File: config.mk
export PLATFORM = sky130hd
export DESIGN_NAME = regfile_write_scheduler
export DESIGN_NICKNAME = d
export VERILOG_FILES = /design/src/rtl/regfile_write_scheduler.sv
export SDC_FILE = /design/constraint.sdc
export NUM_CORES = 1
export LEC_CHECK = 0
export BUFFER_PORTS_ARGS = -buffer_cell sky130_fd_sc_hd__clkbuf_2
export CORE_ASPECT_RATIO = 1.2
export CORE_UTILIZATION = 55
export DETAILED_ROUTE_END_ITERATION = 12
export PLACE_DENSITY = 0.76
export SLEW_MARGIN = 20
export SYNTH_ARGS = -nofsm -noshare
export SYNTH_HDL_FRONTEND = slang
export SYNTH_SLANG_ARGS = --single-unit
File: constraint.sdc
create_clock -name clk -period 5.8 [get_ports clk]
set_clock_uncertainty 0.1 [all_clocks]
set_input_delay 1.16 -clock clk [delete_from_list [all_inputs] [get_ports clk]]
set_output_delay 1.16 -clock clk [all_outputs]
set_load 0.02 [all_outputs]
File: src/rtl/regfile_write_scheduler.sv
// Merges a never-stalled primary writeback (A) and a queued secondary writeback (B)
// into one registered register-file write per cycle, with pending-write lookups.
module regfile_write_scheduler #(
    parameter int ADDR_WIDTH = 5,
    parameter int DATA_WIDTH = 32,
    parameter int DEPTH      = 4
) (
    input  logic                    clk,
    input  logic                    rst,
    input  logic                    a_we,
    input  logic [ADDR_WIDTH-1:0]   a_addr,
    input  logic [DATA_WIDTH-1:0]   a_wd,
    input  logic                    b_valid,
    input  logic [ADDR_WIDTH-1:0]   b_addr,
    input  logic [DATA_WIDTH-1:0]   b_wd,
    output logic                    b_ready,
    output logic                    we_out,
    output logic [ADDR_WIDTH-1:0]   waddr_out,
    output logic [DATA_WIDTH-1:0]   wd_out,
    input  logic [ADDR_WIDTH-1:0]   chk_addr1,
    input  logic [ADDR_WIDTH-1:0]   chk_addr2,
    output logic                    chk_hit1,
    output logic                    chk_hit2,
    output logic [$clog2(DEPTH):0]  count
);
    localparam int PW = $clog2(DEPTH);

    logic [ADDR_WIDTH-1:0] addr_q [DEPTH];
    logic [DATA_WIDTH-1:0] data_q [DEPTH];
    logic [DEPTH-1:0]      live_q;
    logic [PW-1:0]         rd_q, wr_q;
    logic [PW:0]           count_q, count_d;
    logic                  we_q, we_d;
    logic [ADDR_WIDTH-1:0] waddr_q, waddr_d;
    logic [DATA_WIDTH-1:0] wd_q, wd_d;

    logic a_v, b_xfer, empty, pop, bypass, push, push_live;

    assign b_ready   = !rst && (count_q < (PW+1)'(DEPTH));
    assign count     = count_q;
    assign we_out    = we_q;
    assign waddr_out = waddr_q;
    assign wd_out    = wd_q;

    always_comb begin
        a_v       = a_we && (a_addr != '0);
        b_xfer    = b_valid && b_ready;
        empty     = (count_q == '0);
        pop       = !a_v && !empty;
        bypass    = !a_v && empty && b_xfer && (b_addr != '0);
        push      = b_xfer && (b_addr != '0) && !bypass;
        // A is always the youngest writer, so a same-address B entering alongside it is born dead
        push_live = !(a_v && (a_addr == b_addr));
        count_d   = count_q + (PW+1)'(push) - (PW+1)'(pop);

        we_d    = 1'b0;
        waddr_d = waddr_q;
        wd_d    = wd_q;
        if (a_v) begin
            we_d    = 1'b1;
            waddr_d = a_addr;
            wd_d    = a_wd;
        end else if (pop) begin
            if (live_q[rd_q]) begin
                we_d    = 1'b1;
                waddr_d = addr_q[rd_q];
                wd_d    = data_q[rd_q];
            end
        end else if (bypass) begin
            we_d    = 1'b1;
            waddr_d = b_addr;
            wd_d    = b_wd;
        end
    end

    // Popped entries have their live bit cleared, so live alone marks valid pending writes
    always_comb begin
        chk_hit1 = 1'b0;
        chk_hit2 = 1'b0;
        for (int i = 0; i < DEPTH; i++) begin
            if (live_q[i] && addr_q[i] == chk_addr1 && chk_addr1 != '0) chk_hit1 = 1'b1;
            if (live_q[i] && addr_q[i] == chk_addr2 && chk_addr2 != '0) chk_hit2 = 1'b1;
        end
    end

    always_ff @(posedge clk) begin
        if (rst) begin
            for (int i = 0; i < DEPTH; i++) begin
                addr_q[i] <= '0;
                data_q[i] <= '0;
            end
            live_q  <= '0;
            rd_q    <= '0;
            wr_q    <= '0;
            count_q <= '0;
            we_q    <= 1'b0;
            waddr_q <= '0;
            wd_q    <= '0;
        end else begin
            for (int i = 0; i < DEPTH; i++) begin
                if (a_v && addr_q[i] == a_addr) live_q[i] <= 1'b0;
            end
            if (pop) begin
                live_q[rd_q] <= 1'b0;
                rd_q         <= rd_q + PW'(1);
            end
            if (push) begin
                addr_q[wr_q] <= b_addr;
                data_q[wr_q] <= b_wd;
                live_q[wr_q] <= push_live;
                wr_q         <= wr_q + PW'(1);
            end
            count_q <= count_d;
            we_q    <= we_d;
            waddr_q <= waddr_d;
            wd_q    <= wd_d;
        end
    end
endmodule

==> impl_metrics.xml <==
<?xml version="1.0" encoding="UTF-8"?>
<metrics>
  <group name="timing">
    <metric name="final_critical_path_setup_slack" unit="ns">2.038</metric>
    <metric name="period_share" unit="">0.6486</metric>
    <metric name="setup_total_negative_slack" unit="ns">0</metric>
    <metric name="worst-slew-pin-transition" unit="ns">0.8066</metric>
    <metric name="worst_slew_margin_rel" unit="">0.4609</metric>
    <metric name="fin_crit" unit="ns">3.762</metric>
    <metric name="setup_viol_count_final" unit="">0</metric>
    <metric name="fmax" unit="GHz">0.2658</metric>
    <metric name="grt_setup_unrepaired" unit="">false</metric>
    <metric name="hold_violations" unit="">0</metric>
    <metric name="report.final.slew_viol_count" unit="">0</metric>
  </group>
  <group name="drt">
    <metric name="dr.pass1.iters" unit="">4</metric>
    <metric name="vias" unit="">6621</metric>
    <metric name="antenna_violating_nets_post_route" unit="">0</metric>
    <metric name="first_iter_violations" unit="">424</metric>
    <metric name="drc_errors" unit="">0</metric>
    <metric name="detail_route.wirelength" unit="µm">22950</metric>
    <metric name="vias_per_cell" unit="">5.833</metric>
    <metric name="detail_route.wl_per_cell" unit="µm">20.22</metric>
  </group>
  <group name="placed_design">
    <metric name="detailed_place_hpwl" unit="µm">14820</metric>
    <metric name="place.port_buffers" unit="">131</metric>
    <metric name="postPlaceCellArea" unit="µm²">10760</metric>
    <metric name="dp_worst_setup_slack" unit="ns">1.558</metric>
    <metric name="gpl.final_weighted_congestion" unit="">0.9509</metric>
  </group>
  <group name="cts">
    <metric name="numCtsBuffers" unit="">17</metric>
    <metric name="root_buffer" unit="">clkbuf_16</metric>
    <metric name="post-cts-setup-buffer-count" unit="">0</metric>
    <metric name="clkSlewWorstSetupHoldPaths" unit="ns">0.07</metric>
    <metric name="ctsHoldBuffers" unit="">0</metric>
    <metric name="worst_skew_pair.late_latency" unit="ns">0.44</metric>
    <metric name="tritoncts_num_sinks" unit="">199</metric>
    <metric name="post_cts_resize_count" unit="">0</metric>
    <metric name="cts_tree" unit="">done</metric>
    <metric name="cts_max_level" unit="">4</metric>
    <metric name="clockBufferDepth" unit="">2</metric>
  </group>
  <group name="cells_and_area">
    <metric name="layout-area-overhead-vs-synth" unit="%">12.12</metric>
    <metric name="multi_input_area" unit="µm²">4238</metric>
    <metric name="postLayoutCellArea" unit="µm²">11330</metric>
    <metric name="finalNetCount" unit="">1000</metric>
    <metric name="antenna_cells_inserted" unit="">0</metric>
    <metric name="ff_latch_area" unit="µm²">5466</metric>
    <metric name="filler_cell_count" unit="">1327</metric>
    <metric name="layout-drive-gt1-share" unit="">0.2787</metric>
  </group>
  <group name="yosys">
    <metric name="ys_dominant_reg_cell" unit="">edfxtp_1</metric>
    <metric name="mappedNetlistArea" unit="µm²">10110</metric>
    <metric name="yosysUniqueCellTypes" unit="">47</metric>
    <metric name="synthesis.instances" unit="">805</metric>
    <metric name="postSynthRegisterBits" unit="">199</metric>
    <metric name="syn_area_per_cell" unit="µm²">12.56</metric>
    <metric name="synth-edff-count" unit="">148</metric>
    <metric name="synthesis.yosys.warnings" unit="">0</metric>
    <metric name="sequential_element_share_of_the_synthesized_area" unit="">0.5407</metric>
    <metric name="asyncSetResetFlopFracSynth" unit="">0</metric>
    <metric name="net_count_of_the_mapped_netlist" unit="">903</metric>
  </group>
  <group name="floorplan">
    <metric name="dieArea" unit="µm²">18930</metric>
    <metric name="initial_core_util" unit="">0.5687</metric>
    <metric name="placeableCoreArea" unit="µm²">17770</metric>
    <metric name="placementRows" unit="">53</metric>
    <metric name="die-height" unit="µm">150.5</metric>
    <metric name="design.portCount" unit="">132</metric>
    <metric name="die_w" unit="µm">125.8</metric>
  </group>
  <group name="pwr">
    <metric name="power_frac_seq" unit="">0.431</metric>
    <metric name="max-vdd-ir-drop" unit="mV">0.2199</metric>
    <metric name="clock_power_share" unit="">0.266</metric>
    <metric name="pwr-share-comb" unit="">0.303</metric>
    <metric name="pwr_density_cell" unit="nW/µm²">382.4</metric>
    <metric name="power.switching_fraction" unit="">0.3379</metric>
    <metric name="static-leakage-power" unit="nW">4.444</metric>
    <metric name="power.switching" unit="W">0.001464</metric>
    <metric name="internal_power" unit="W">0.002869</metric>
  </group>
  <group name="critical_path">
    <metric name="worst-endpoint-required" unit="ns">5.77</metric>
    <metric name="worstPathArrival" unit="ns">3.74</metric>
    <metric name="slowest_stage" unit="">a21boi_4</metric>
    <metric name="slowest_cell_delay_on_critical_path" unit="ns">0.69</metric>
    <metric name="crit_fanout" unit="">38</metric>
    <metric name="critical_path.cell_chain" unit="">clkbuf_2 -&gt; nor2_1 -&gt; o211a_1 -&gt; a21boi_4 -&gt; and3_4 -&gt; or2_1 -&gt; buf_4</metric>
    <metric name="worst_setup_path_start_kind" unit="">primary input</metric>
    <metric name="worst-setup-path-type" unit="">in -&gt; reg</metric>
    <metric name="endpoint_kind" unit="">register</metric>
  </group>
  <group name="status">
    <metric name="status" unit="">finished clean</metric>
  </group>
  <group name="global_routing">
    <metric name="grt.total_usage" unit="">0.2605</metric>
    <metric name="grt_first_pass_wirelength" unit="µm">36740</metric>
    <metric name="global_route.overflow_total" unit="">0</metric>
    <metric name="antenna_found_initial" unit="">0</metric>
    <metric name="grt_start_max_net_pins" unit="">82</metric>
    <metric name="first_global_vias" unit="">6677</metric>
  </group>
  <group name="flow_run">
    <metric name="maxCapViolCount" unit="">0</metric>
  </group>
  <group name="hold_path">
    <metric name="worstHoldPathType" unit="">reg -&gt; reg</metric>
  </group>
</metrics>
[sequential cells by signal, summed over array words and instances (netlist names), named ones only]
signal / flops
live_q: 4
wr_q: 2
wd_out: 32
we_out: 1
waddr_out: 5
rd_q: 2
addr_q: 20
count: 3
data_q: 128
[kinds of logic (layout without fill, tap and decap cells)]
family / Yosys count / after routing / share of synthesized area
AOI/OAI and AO/OA: 97 / 97 / 0.08963
xor gates and xnor gates: 68 / 68 / 0.05893
adders and majority gates: 10 / 10 / 0.01312
buffers and inverters: 73 / 183 / 0.04073
DFF: 199 / 199 / 0.5407
muxes: 39 / 39 / 0.08579
and+or+nand+nor: 319 / 319 / 0.1711
[synth_stat cells (2+ instances only)]
| library cell | n | area [µm²] |
|---|---|---|
| o2bb2ai_2 | 30 | 450.4 |
| edfxtp_1 | 148 | 4444 |
| o21ai_0 | 36 | 180.2 |
| nor4_1 | 12 | 75.07 |
| and2_1 | 149 | 932.1 |
| inv_1 | 6 | 22.52 |
| nor3_1 | 4 | 20.02 |
| nor2_1 | 9 | 33.78 |
| nand2_1 | 75 | 281.5 |
| nor2b_1 | 2 | 12.51 |
| mux4_2 | 38 | 855.8 |
| nand4_1 | 3 | 18.77 |
| a31oi_1 | 3 | 18.77 |
| or4_1 | 3 | 22.52 |
| nand2b_1 | 3 | 18.77 |
| buf_6 | 16 | 180.2 |
| o2bb2ai_1 | 6 | 52.55 |
| a21oi_1 | 6 | 30.03 |
| a32o_1 | 3 | 30.03 |
| and3_1 | 2 | 12.51 |
| dfxtp_1 | 51 | 1021 |
| xor2_1 | 44 | 385.4 |
| ha_1 | 9 | 112.6 |
| o21a_1 | 2 | 15.01 |
| buf_2 | 11 | 55.05 |
| xnor2_1 | 24 | 210.2 |
| buf_1 | 3 | 11.26 |
| clkbuf_1 | 36 | 135.1 |
| nand3_1 | 49 | 245.2 |
| or2_1 | 5 | 31.28 |
[power by group through the flow]
stage | sequential [W] | clock (W) | combinational (W)
floorplan | 0.00194 | 0 | 0.000914
finish | 0.00187 | 0.00115 | 0.00131
global placement | 0.00189 | 0 | 0.00131
CTS | 0.00187 | 0.00117 | 0.00133
global route | 0.00189 | 0.00122 | 0.00145
detailed placement | 0.00190 | 0 | 0.00133
[cells in the final DEF, fill, tap and decap left out, drive strengths merged, types with 3 or more instances in the layout]
cell,n
a21oi,6
a31oi,3
a32o,3
and2,149
and3,3
buf,14
clkbuf,150
clkinv,4
dfxtp,51
edfxtp,148
ha,9
inv,15
mux4,38
nand2,75
nand2b,3
nand3,49
nand4,3
nor2,9
nor3,4
nor4,12
o21ai,36
o2bb2ai,36
or2,5
or4,3
xnor2,24
xor2,44
[critical path, delay by kind of cell]
family	cells	cell delay, ns
compound gates	2	0.93
buf+inv	2	0.71
simple gates	3	0.91
[layout make-up]
| cell class | instances | area share |
|---|---|---|
| clock buffer | 19 | 0.04096 |
| clock inverter | 13 | 0.009275 |
| multi-input combinational | 533 | 0.3740 |
| inverter | 6 | 0.001987 |
| tap | 220 | 0.02429 |
| timing repair buffer | 145 | 0.06713 |
| sequential | 199 | 0.4824 |
[layer usage]
layer  share of wire  vias up  global-route usage  wire (µm)
met5               0        -                   0          0
li1                -     3087                   -          -
met3           0.041       45             0.04478        934
met4           0.028        0              0.1157        636
met1            0.42     3279              0.3243       9608
met2            0.51      210              0.4494      11770
[path summary, 6_finish.rpt]
| kind | depth (start not counted) | slack (ns) | from | end |
|---|---|---|---|---|
| hold reg to reg | 1 | 0.37 | wd_out[19] | wd_out[19] |
| setup / recovery | 7 | 2.04 | rst | data_q[1][30] |
| setup reg to reg | 6 | 2.69 | count[2] | data_q[1][30] |
| hold / removal | 1 | 0.37 | wd_out[19] | wd_out[19] |
[metrics by stage]
stage	utilization	instances	hold slack (ns)	power, W
finish	0.6376	1135	0.3691	0.004333
global route	0.6376	1135	0.3776	0.004555
CTS	0.6376	1135	0.3688	0.004365
detailed placement	0.6055	1103	0.3473	0.003224
global placement	0.6055	1103	0.3458	0.003199
floorplan	-	805	0.4429	0.002859
No activity file was read; power rests on OpenSTA's default activity.
